### config.mk
export PLATFORM = sky130hd
export DESIGN_NAME = demux8_2_buf
export DESIGN_NICKNAME = d
export VERILOG_FILES = /design/src/rtl/demux8_2_buf.sv
export SDC_FILE = /design/constraint.sdc
export NUM_CORES = 1
export LEC_CHECK = 0
export CAP_MARGIN = 20
export CORE_MARGIN = 4
export CORE_UTILIZATION = 52
export CTS_BUF_LIST = sky130_fd_sc_hd__clkbuf_2
export DETAILED_ROUTE_END_ITERATION = 7
export PLACE_DENSITY = 0.89
export SYNTH_ARGS = -nofsm -noshare
export SYNTH_HDL_FRONTEND = slang
export SYNTH_HIERARCHICAL = 1
export SYNTH_SLANG_ARGS = --single-unit
export TNS_END_PERCENT = 20
### constraint.sdc
create_clock -name clk -period 2 [get_ports clk]
set_input_delay 0.4 -clock clk [delete_from_list [all_inputs] [get_ports clk]]
set_output_delay 0.4 -clock clk [all_outputs]
set_load 0.01 [all_outputs]
### src/rtl/demux8_2_buf.sv
// Routes each input word to one of two buffered output channels (A or B).
// Each channel has its own small FIFO and a free-running delivered-word counter.

module demux8_2_buf_fifo #(
    parameter int WIDTH = 8,
    parameter int DEPTH = 2
) (
    input  logic             clk,
    input  logic             rst_n,
    input  logic             push,
    input  logic [WIDTH-1:0] wdata,
    input  logic             pop,
    output logic             full,
    output logic             valid,
    output logic [WIDTH-1:0] head
);
    localparam int PW = (DEPTH > 2) ? 2 : 1;
    localparam int CW = PW + 1;

    logic [WIDTH-1:0] mem [DEPTH];
    logic [PW-1:0]    wr_ptr;
    logic [PW-1:0]    rd_ptr;
    logic [CW-1:0]    occ;

    // DEPTH is a power of two, so the pointers wrap by natural overflow.
    always_ff @(posedge clk or negedge rst_n) begin
        if (!rst_n) begin
            wr_ptr <= '0;
            rd_ptr <= '0;
            occ    <= '0;
            for (int i = 0; i < DEPTH; i++) begin
                mem[i] <= '0;
            end
        end else begin
            if (push) begin
                mem[wr_ptr] <= wdata;
                wr_ptr      <= wr_ptr + 1'b1;
            end
            if (pop) begin
                rd_ptr <= rd_ptr + 1'b1;
            end
            case ({push, pop})
                2'b10:   occ <= occ + 1'b1;
                2'b01:   occ <= occ - 1'b1;
                default: occ <= occ;
            endcase
        end
    end

    assign full  = (occ == CW'(DEPTH));
    assign valid = (occ != '0);
    assign head  = mem[rd_ptr];
endmodule

module demux8_2_buf #(
    parameter int WIDTH = 8,
    parameter int DEPTH = 2
) (
    input  logic             clk,
    input  logic             rst_n,
    input  logic             in_valid,
    output logic             in_ready,
    input  logic [WIDTH-1:0] in_data,
    input  logic             in_sel,
    output logic             a_valid,
    input  logic             a_ready,
    output logic [WIDTH-1:0] a_data,
    output logic             b_valid,
    input  logic             b_ready,
    output logic [WIDTH-1:0] b_data,
    output logic [7:0]       a_count,
    output logic [7:0]       b_count
);
    // Handshake: a transfer happens on a rising edge where valid and ready are both 1;
    // in_ready looks only at the selected FIFO's fill level, never at a_ready/b_ready.
    logic a_full;
    logic b_full;
    logic push_a;
    logic push_b;
    logic pop_a;
    logic pop_b;

    assign in_ready = in_sel ? !a_full : !b_full;
    assign push_a   = in_valid && in_ready && in_sel;
    assign push_b   = in_valid && in_ready && !in_sel;
    assign pop_a    = a_valid && a_ready;
    assign pop_b    = b_valid && b_ready;

    demux8_2_buf_fifo #(.WIDTH(WIDTH), .DEPTH(DEPTH)) u_fifo_a (
        .clk   (clk),
        .rst_n (rst_n),
        .push  (push_a),
        .wdata (in_data),
        .pop   (pop_a),
        .full  (a_full),
        .valid (a_valid),
        .head  (a_data)
    );

    demux8_2_buf_fifo #(.WIDTH(WIDTH), .DEPTH(DEPTH)) u_fifo_b (
        .clk   (clk),
        .rst_n (rst_n),
        .push  (push_b),
        .wdata (in_data),
        .pop   (pop_b),
        .full  (b_full),
        .valid (b_valid),
        .head  (b_data)
    );

    always_ff @(posedge clk or negedge rst_n) begin
        if (!rst_n) begin
            a_count <= '0;
            b_count <= '0;
        end else begin
            if (pop_a) a_count <= a_count + 8'd1;
            if (pop_b) b_count <= b_count + 8'd1;
        end
    end
endmodule
==> flow_results.xml <==
<?xml version="1.0" encoding="UTF-8"?>
<metrics>
  <group name="clock_tree">
    <metric name="clk-insertion-delay-late" unit="ns">0.43</metric>
    <metric name="clk_pin_slew" unit="ns">0.25</metric>
    <metric name="htreeDepth" unit="">2</metric>
    <metric name="ctsLongestPathBuffers" unit="">2</metric>
    <metric name="cts_buffers" unit="">5</metric>
    <metric name="cts.sink_count" unit="">56</metric>
    <metric name="cts_root_buf" unit="">sky130_fd_sc_hd__clkbuf_2</metric>
    <metric name="tritoncts" unit="">yes</metric>
  </group>
  <group name="drt">
    <metric name="vias_per_cell" unit="">5.20</metric>
    <metric name="drt.antenna.violating_nets" unit="">0</metric>
    <metric name="dr.pass1.iters" unit="">4</metric>
    <metric name="remaining_drc_errors" unit="">0</metric>
    <metric name="drt_iter0_markers" unit="">52</metric>
    <metric name="detailroute.via_count" unit="">1514</metric>
    <metric name="finalWirelength" unit="mm">4.44</metric>
    <metric name="drt-wirelength-per-cell" unit="um">15.2</metric>
  </group>
  <group name="synth">
    <metric name="postSynthCellCount" unit="">176</metric>
    <metric name="synth-seq-cells" unit="">56</metric>
    <metric name="synth_fp_nets" unit="">194</metric>
    <metric name="synth.avg_cell_area" unit="um2">13.9</metric>
    <metric name="yosys_synthesis_warning_count" unit="">6</metric>
    <metric name="synthesis.area" unit="mm2">0.00245</metric>
    <metric name="share_of_the_yosys_chip_area_belonging_to_registers" unit="%">57.1</metric>
    <metric name="netlist-cell-type-count" unit="">22</metric>
  </group>
  <group name="timing">
    <metric name="final.min_clock_period" unit="ns">1.89</metric>
    <metric name="finalHoldViolations" unit="">0</metric>
    <metric name="rsz0062_at_grt" unit="">false</metric>
    <metric name="finalSetupViolations" unit="">0</metric>
    <metric name="fin_setup_tns" unit="ns">0</metric>
    <metric name="min_period_over_period" unit="%">94.6</metric>
    <metric name="relSlewSlack" unit="%">66.9</metric>
    <metric name="report.final.slew_viol_count" unit="">0</metric>
    <metric name="final_critical_path_setup_slack" unit="ns">0.108</metric>
    <metric name="fmax" unit="GHz">0.528</metric>
    <metric name="final_hold_slack" unit="ns">0.411</metric>
    <metric name="worst_slew_pin_slew" unit="ns">0.496</metric>
    <metric name="finClkSkew" unit="ns">0.00851</metric>
  </group>
  <group name="cells_and_area">
    <metric name="num_antenna_cells" unit="">0</metric>
    <metric name="finish.net_count" unit="">256</metric>
    <metric name="layout_common_cells" unit="">53 x sky130_fd_sc_hd__dfrtp_1, 49 x sky130_fd_sc_hd__mux2_2, 27 x sky130_fd_sc_hd__clkdlybuf4s50_1, 17 x sky130_fd_sc_hd__clkbuf_2, 15 x sky130_fd_sc_hd__xnor2_1</metric>
    <metric name="regArea" unit="mm2">0.00141</metric>
    <metric name="nFillCells" unit="">336</metric>
    <metric name="syn2layout_area_growth" unit="%">24.5</metric>
    <metric name="final_common_cell" unit="">sky130_fd_sc_hd__dfrtp_1</metric>
    <metric name="drive_gt1_share" unit="%">39.3</metric>
    <metric name="multiInputGateArea" unit="mm2">0.00103</metric>
  </group>
  <group name="setup_path">
    <metric name="cp-end-kind" unit="">output port</metric>
    <metric name="critical_path.max_fanout" unit="">4</metric>
    <metric name="critical_path_required" unit="ns">1.60</metric>
    <metric name="worstPathCellList" unit="">or2_4 -&gt; dlygate4sd2_1</metric>
    <metric name="cp_top_family" unit="">flip-flops</metric>
    <metric name="cp_data_arrival_time" unit="ns">1.49</metric>
    <metric name="startpoint_type" unit="">register</metric>
    <metric name="path_class" unit="">reg2out</metric>
    <metric name="critical_path.slowest_cell" unit="">sky130_fd_sc_hd__dfrtp_1</metric>
    <metric name="worst_path_largest_cell_delay" unit="ns">0.49</metric>
    <metric name="cp_num_buf_inv" unit="">1</metric>
  </group>
  <group name="global_route">
    <metric name="grt_pass1_wl" unit="mm">7.61</metric>
    <metric name="grt_overflow_total" unit="">0</metric>
    <metric name="track_usage" unit="%">16.3</metric>
    <metric name="grt_start_max_net_pins" unit="">24</metric>
    <metric name="antenna_found_initial" unit="">0</metric>
    <metric name="first_global_vias" unit="">1601</metric>
  </group>
  <group name="floorplan">
    <metric name="floorplan.initialDensity" unit="%">54.8</metric>
    <metric name="floorplan.die.height" unit="um">76.7</metric>
    <metric name="std_cell_rows" unit="">24</metric>
    <metric name="die_area" unit="mm2">0.00588</metric>
    <metric name="chipWidth" unit="um">76.7</metric>
    <metric name="fp.coreArea" unit="mm2">0.00447</metric>
    <metric name="io-pin-count" unit="">49</metric>
  </group>
  <group name="status">
    <metric name="status" unit="">finished, final reports clean</metric>
  </group>
  <group name="job">
    <metric name="max_cap_viol_count" unit="">0</metric>
  </group>
  <group name="hold_path">
    <metric name="holdCritPathClass" unit="">in2async</metric>
  </group>
  <group name="place">
    <metric name="place.detailed.hpwl" unit="mm">3.16</metric>
    <metric name="place_congestion" unit="">0.760</metric>
    <metric name="place_ws" unit="ns">-0.0648</metric>
    <metric name="placement.io_buffers" unit="">48</metric>
  </group>
  <group name="power">
    <metric name="peakVddDrop" unit="V">0.000898</metric>
    <metric name="p_leak" unit="nW">1.37</metric>
    <metric name="powerDensity" unit="mW/mm2">1560</metric>
    <metric name="design_power_total" unit="mW">4.78</metric>
  </group>
</metrics>
[registers in the layout (all words and copies together), names as in the netlist]
| signal | count |
|---|---|
| u_fifo_a/mem | 16 |
| u_fifo_b/mem | 16 |
| a_count | 8 |
| b_count | 8 |
| u_fifo_a/occ | 2 |
| u_fifo_b/occ | 2 |
| u_fifo_a/rd_ptr | 1 |
| u_fifo_a/wr_ptr | 1 |
| u_fifo_b/rd_ptr | 1 |
| u_fifo_b/wr_ptr | 1 |
[worst reg2reg max path: stages, from the launching register on]
cell,delay [ns]
sky130_fd_sc_hd__dfrtp_1,0.46
sky130_fd_sc_hd__nor2b_1,0.16
sky130_fd_sc_hd__nor3b_1,0.30
sky130_fd_sc_hd__inv_2,0.10
sky130_fd_sc_hd__nor2_4,0.24
sky130_fd_sc_hd__mux2_2,0.38
[path summary, 6_finish.rpt]
kind | start | end | slack (ns) | cells after the start
min in group clk | b_count[7]$_DFFE_PN0P_ | b_count[7]$_DFFE_PN0P_ | 0.48 | 1
setup / recovery | u_fifo_a/occ[0]$_DFFE_PN0P_ | a_valid | 0.11 | 2
max in group asynchronous | rst_n | u_fifo_a/rd_ptr$_DFFE_PN0P_ | 0.96 | 3
setup reg to reg | u_fifo_b/occ[1]$_DFFE_PN0P_ | u_fifo_b/mem[8]$_DFFE_PN0P_ | 0.29 | 5
hold / removal | rst_n | b_count[5]$_DFFE_PN0P_ | 0.41 | 2
hold reg to reg | b_count[7]$_DFFE_PN0P_ | b_count[7]$_DFFE_PN0P_ | 0.48 | 1
[Yosys cell counts]
library cell | instances | area, um2
sky130_fd_sc_hd__xor2_1 | 9 | 78.8
sky130_fd_sc_hd__mux2i_1 | 1 | 10.0
sky130_fd_sc_hd__nor3b_1 | 1 | 7.51
sky130_fd_sc_hd__dfrtp_1 | 56 | 1400
sky130_fd_sc_hd__inv_2 | 2 | 7.51
sky130_fd_sc_hd__inv_1 | 3 | 11.3
sky130_fd_sc_hd__and3_1 | 1 | 6.26
sky130_fd_sc_hd__nand3_1 | 2 | 10.0
sky130_fd_sc_hd__nor3_1 | 1 | 5.00
sky130_fd_sc_hd__nor2b_1 | 2 | 12.5
sky130_fd_sc_hd__nand4_1 | 3 | 18.8
sky130_fd_sc_hd__nor2_1 | 6 | 22.5
sky130_fd_sc_hd__ha_1 | 4 | 50.1
sky130_fd_sc_hd__nand2_2 | 2 | 12.5
sky130_fd_sc_hd__buf_2 | 2 | 10.0
sky130_fd_sc_hd__xnor2_1 | 15 | 131
sky130_fd_sc_hd__or2_2 | 2 | 12.5
sky130_fd_sc_hd__nand2_1 | 9 | 33.8
sky130_fd_sc_hd__mux2_2 | 50 | 563
sky130_fd_sc_hd__nor2_4 | 2 | 22.5
sky130_fd_sc_hd__or3b_1 | 1 | 8.76
sky130_fd_sc_hd__and4_1 | 2 | 17.5
[layout make-up]
type	count	area share (%)
flip-flops and latches	56	46.0
multi-input cells	113	33.9
repair buffers	57	16.1
well taps	52	2.13
clock buffers	7	1.15
inverters	5	0.614
clock inverters	1	0.123
[kinds of logic after synthesis]
logic type / synth area share (%)
xor gates and xnor gates: 8.57
muxes: 23.4
and+or+nand+nor: 7.75
DFF: 57.1
buffers and inverters: 1.17
adders and majority gates: 2.04
[power breakdown]
part / leakage, nW / internal (mW) / switching (mW) / total [mW]
Combinational: 0.669 / 1.36 / 0.928 / 2.29
Clock: 0.0306 / 0.0934 / 0.326 / 0.419
Sequential: 0.668 / 1.68 / 0.396 / 2.07
[routing by layer]
metal / routed length (um) / up-vias / GRT usage (%)
met4: 33 / 0 / 4.17
met5: 0 / - / 0
met2: 2140 / 38 / 26.2
met1: 2050 / 742 / 21.3
li1: - / 729 / -
met3: 214 / 5 / 5.15
[metrics by stage]
stage | std cells | utilization, % | cell area (um2)
after floorplan | 176 | - | 2450
after global placement | 278 | 67.4 | 3010
after detailed placement | 278 | 67.4 | 3010
after CTS | 292 | 68.7 | 3080
after global routing | 291 | 68.3 | 3060
final | 291 | 68.3 | 3060
[repair_timing]
| item | in CTS | in global routing |
|---|---|---|
| gates resized for setup | 48 | 28 |
| hold buffers | 1 | 0 |
| buffers inserted | 5 | 0 |
| hold endpoints to repair | 21 | 0 |
| setup endpoints to repair | 19 | 21 |
| pin swaps | 0 | 0 |
Note: power is estimated with default switching activity, not from simulation.
